--- config.mk ---
export PLATFORM = sky130hd
export DESIGN_NAME = uart_rx
export DESIGN_NICKNAME = d
export VERILOG_FILES = /design/src/rtl/uart_pkg.sv /design/src/rtl/sync_2ff.sv /design/src/rtl/uart_rx.sv
export SDC_FILE = /design/constraint.sdc
export NUM_CORES = 1
export LEC_CHECK = 0
export ABC_AREA = 1
export CAP_MARGIN = 0
export CORE_MARGIN = 2
export CORE_UTILIZATION = 45
export DETAILED_ROUTE_END_ITERATION = 10
export GPL_TIMING_DRIVEN = 0
export PLACE_DENSITY_LB_ADDON = 0.05
export SYNTH_ARGS = -nofsm -noshare
export SYNTH_HDL_FRONTEND = slang
export SYNTH_SLANG_ARGS = --single-unit
--- constraint.sdc ---
create_clock -name clock -period 4.3 [get_ports clock]
set_input_delay 0.645 -clock clock [delete_from_list [all_inputs] [get_ports clock]]
set_output_delay 0.645 -clock clock [all_outputs]
set_load 0.05 [all_outputs]
--- src/rtl/uart_pkg.sv ---
// Shared constants and receiver state encoding for the 9N1 UART pair.
package uart_pkg;

  localparam int DATA_BITS            = 9;
  localparam int DEFAULT_CLKS_PER_BIT = 434;

  typedef enum logic [1:0] {
    IDLE,
    START,
    DATA,
    STOP
  } rx_state_e;

endpackage

--- src/rtl/sync_2ff.sv ---
// Two-flop synchronizer for a single asynchronous bit, with selectable reset value.
module sync_2ff #(
  parameter logic RESET_VAL = 1'b0
) (
  input  logic clock,
  input  logic reset,
  input  logic d_i,
  output logic q_o
);

  logic meta_q;
  logic sync_q;

  // NOTE: synchronous reset lives inside the clocked block; it is sampled only on a clock edge.
  always_ff @(posedge clock) begin
    if (reset) begin
      meta_q <= RESET_VAL;
      sync_q <= RESET_VAL;
    end else begin
      meta_q <= d_i;
      sync_q <= meta_q;
    end
  end

  assign q_o = sync_q;

endmodule

--- src/rtl/uart_rx.sv ---
// 9N1 UART receiver: mid-bit sampling FSM with valid/ack handoff, framing and overrun pulses.
module uart_rx
  import uart_pkg::*;
#(
  parameter int CLKS_PER_BIT = DEFAULT_CLKS_PER_BIT
) (
  input  logic                 clock,
  input  logic                 reset,
  input  logic                 rx,
  output logic [DATA_BITS-1:0] data,
  output logic                 valid,
  input  logic                 ack,
  output logic                 busy,
  output logic                 framing_error,
  output logic                 overrun
);

  localparam int CNT_W = $clog2(CLKS_PER_BIT);
  localparam int IDX_W = $clog2(DATA_BITS);
  localparam logic [CNT_W-1:0] CNT_HALF = CNT_W'(CLKS_PER_BIT / 2 - 1);
  localparam logic [CNT_W-1:0] CNT_FULL = CNT_W'(CLKS_PER_BIT - 1);
  localparam logic [IDX_W-1:0] IDX_LAST = IDX_W'(DATA_BITS - 1);

  logic                 rx_s;
  logic                 rx_prev_q;
  rx_state_e            state_q;
  logic [CNT_W-1:0]     cnt_q;
  logic [IDX_W-1:0]     idx_q;
  logic [DATA_BITS-1:0] shift_q;
  logic [DATA_BITS-1:0] data_q;
  logic                 valid_q;
  logic                 busy_q;
  logic                 fe_q;
  logic                 ov_q;

  // Preset high so a reset never looks like a start-bit edge.
  sync_2ff #(.RESET_VAL(1'b1)) u_sync (
    .clock (clock),
    .reset (reset),
    .d_i   (rx),
    .q_o   (rx_s)
  );

  always_ff @(posedge clock) begin
    if (reset) begin
      state_q   <= IDLE;
      cnt_q     <= '0;
      idx_q     <= '0;
      shift_q   <= '0;
      data_q    <= '0;
      valid_q   <= 1'b0;
      busy_q    <= 1'b0;
      fe_q      <= 1'b0;
      ov_q      <= 1'b0;
      rx_prev_q <= 1'b1;
    end else begin
      rx_prev_q <= rx_s;
      fe_q      <= 1'b0;
      ov_q      <= 1'b0;
      // NOTE: the last non-blocking assignment wins, so a word landing in STOP overrides this clear.
      if (valid_q && ack) valid_q <= 1'b0;

      case (state_q)
        IDLE: begin
          cnt_q <= '0;
          if (!rx_s && rx_prev_q) begin
            state_q <= START;
            busy_q  <= 1'b1;
          end
        end
        START: begin
          if (cnt_q == CNT_HALF) begin
            cnt_q <= '0;
            if (!rx_s) begin
              idx_q   <= '0;
              state_q <= DATA;
            end else begin
              state_q <= IDLE;
              busy_q  <= 1'b0;
            end
          end else begin
            cnt_q <= cnt_q + 1'b1;
          end
        end
        DATA: begin
          if (cnt_q == CNT_FULL) begin
            cnt_q          <= '0;
            shift_q[idx_q] <= rx_s;
            idx_q          <= idx_q + 1'b1;
            if (idx_q == IDX_LAST) state_q <= STOP;
          end else begin
            cnt_q <= cnt_q + 1'b1;
          end
        end
        STOP: begin
          if (cnt_q == CNT_FULL) begin
            cnt_q   <= '0;
            state_q <= IDLE;
            busy_q  <= 1'b0;
            if (rx_s) begin
              data_q  <= shift_q;
              valid_q <= 1'b1;
              ov_q    <= valid_q && !ack;
            end else begin
              fe_q <= 1'b1;
            end
          end else begin
            cnt_q <= cnt_q + 1'b1;
          end
        end
        default: begin
          state_q <= IDLE;
          busy_q  <= 1'b0;
          cnt_q   <= '0;
        end
      endcase
    end
  end

  assign data          = data_q;
  assign valid         = valid_q;
  assign busy          = busy_q;
  assign framing_error = fe_q;
  assign overrun       = ov_q;

endmodule

==> impl_metrics.ini <==
[run_status]
status = completed

[yosys]
yosysWarningCount = 0
syn_avg_cell_area_sq_um = 7.57
number_of_enable_type_register_cells_in_the_synthesized_netlist = 0
predominant_post_synthesis_flop_cell = sky130_fd_sc_hd__dfxtp_1
synth_nets = 251
postSynthCellCount = 240
yosysSeqAreaShare_pct = 44.1
synthArstFlopShare_pct = 0
netlist_area_pre_place_sq_mm = 0.00182
netlist-cell-type-count = 26
ys_seq_elements = 40

[setup_path]
crit_family = buffers and inverters
worst_setup_path_start_kind = register
crit_path_top_delay_cell = sky130_fd_sc_hd__clkdlybuf4s50_1
r2r_cells = 9
critPathRequiredTime_ns = 3.65
timing.rr.start = cnt_q[0]
r2r_end = data[0]
worst_path_largest_cell_delay_ns = 0.80
timing.critical_path.cells = clkdlybuf4s50_1
worstPathMaxFanout = 2
crit_buf_inv = 1
path_class = register to output pin
reg2reg_slack_ns = 2.67
endpoint_kind = output pin
worst_ep_arrival_time_ns = 1.43

[finish]
insertedDiodeCount = 0
nFillCells = 384
stdcell_count = 314
synthToLayoutAreaGrowth_pct = 18.4
layout_common_cells = 45 x sky130_fd_sc_hd__nand2_1, 40 x sky130_fd_sc_hd__dfxtp_1, 29 x sky130_fd_sc_hd__inv_1
most_common_cell_after_layout_fill_and_taps_aside = sky130_fd_sc_hd__nand2_1
num-nets-final = 274
post_route_cells_drive_above_1_share_pct = 11.4
multiInputGateArea_sq_um = 845
sequential_cell_area_sq_um = 801

[global_routing]
grt_start_max_net_pins = 14
number_of_antenna_violations_at_the_first_check_in_global_routing = 0
global_route.usage.total_pct = 17.2
via_count_of_the_first_global_routing_pass = 1258
global_route_wire_length_before_repair_um = 5810
grt.overflow.total = 0

[power_and_ir_drop]
leakagePower_nw = 0.855
worst_ir_drop_vdd_uv = 198
power_density_mw_per_mm2 = 329

[min_path]
holdPathStages = 1
min_to = u_sync.q_o
min-delay-start = u_sync.meta_q
hp-class = register to register

[timing]
final-setup-viol-count = 0
layout_worst_path_cycle_share_pct = 48.2
setup_repair_after_global_routing_missed_its_margin = no
setup-tns-final_ns = 0
timing.fmax_mhz = 483
max-slew-margin-rel_pct = 67.0
final-max-slew-violation-count = 0
final.min_clock_period_ns = 2.07
hold_violation_total_from_the_final_report = 0
worstMarginPinSlew_ns = 0.494
clock-skew-final_ns = 0.00521

[job]
drv_cap = 0

[cts]
postcts_setup_bufs = 0
tritoncts = built
ctsRootBufferMaster = sky130_fd_sc_hd__clkbuf_8
cts.hold.buffers_added = 0
total_clock_buffers_created_by_cts = 5
clockBufferDepth = 2
clkSlewWorstSetupHoldPaths_ns = 0.08
cts_num_sinks = 40
clk_latency_ns = 0.29
post_cts_resized = 0
cts-htree-levels = 2

[routing]
first_iter_violations = 53
via_count = 1473
drt_first_pass_iters = 4
post_detailed_route_wirelength_per_cell_um = 10.7
detail_route.drc_violations = 0
routed_wl_um = 3360
routed_via_density = 4.69
drtAntennaViolNets = 0

[die]
die_w_um = 67.5
core_region_area_sq_mm = 0.00394
die_h_um = 67.5
floorplan.initialDensity_pct = 46.1
total_die_area_sq_mm = 0.00456
top_level_ports = 17
fp-row-count = 23

[place]
io_buffers = 16
global_placer_s_final_weighted_congestion = 0.842
dp_hpwl_um = 2440
post-place-cells = 306
## cell families after synthesis
logic type | after synthesis | share of synthesized area (%)
compound gates | 39 | 10.7
xor+xnor | 5 | 2.41
fa+ha+maj | 7 | 4.82
buf+inv | 41 | 9.44
flops | 40 | 44.1
simple gates | 108 | 28.5
## where the power goes
| part | internal (mW) | switching (mW) |
|---|---|---|
| Sequential | 0.373 | 0.00223 |
| Clock | 0.172 | 0.133 |
| Combinational | 0.00978 | 0.0176 |
## worst max path at each step
stage / slack, ns / cells after the start / from / end
finish: 2.23 / 1 / valid / valid
detailed placement: 2.09 / 5 / reset / data[7]
global placement: 2.07 / 5 / reset / data[2]
global route: 2.16 / 1 / data[3] / data[3]
CTS: 2.21 / 1 / valid / valid
floorplan: 2.91 / 9 / cnt_q[0] / data[0]
## metal layers
layer	up-vias	track usage, %	part of all wire, %
met3	5	5.50	4.4
li1	821	-	-
met4	0	6.89	1.7
met2	25	24.1	41
met5	-	0	0
met1	622	24.3	53
## flip-flops by register name, summed over array words and instances (netlist names), named ones only
signal,cells
cnt_q,9
state_q,1
idx_q,4
data,9
shift_q,9
valid,1
overrun,1
rx_prev_q,1
busy,1
u_sync.q_o,1
u_sync.meta_q,1
framing_error,1
## cells in the mapped netlist (all sizes together), types with 4 or more instances
master,instances,area share (%)
nor3,4,1.1
o21ai,14,3.9
inv,35,7.4
dfxtp,40,44
nand2,48,11
nand4,10,3.4
nor2,24,6.7
ha,7,4.8
a21oi,25,6.9
nand3,18,5.2
buf,4,1.7
## stage by stage
stage	area [sq um]	utilization, %	setup WS [ns]	power, mW	hold slack (ns)
after floorplan	1820	-	2.91	0.402	0.389
after global placement	2040	51.7	2.07	0.411	0.392
after detailed placement	2040	51.7	2.09	0.411	0.396
after CTS	2150	54.6	2.21	0.718	0.418
after global routing	2150	54.6	2.16	0.736	0.425
final	2150	54.6	2.23	0.707	0.415
## cell type report
| cell class | count | area share, % |
|---|---|---|
| Multi-Input combinational cell | 159 | 39.3 |
| Sequential cell | 40 | 37.2 |
| Timing Repair Buffer | 16 | 7.45 |
| Inverter | 35 | 6.22 |
| Clock buffer | 5 | 3.20 |
| Tap cell | 50 | 2.91 |
| Clock inverter | 3 | 1.98 |
| Buffer | 6 | 1.75 |
No activity file was read; power rests on OpenSTA's default activity.
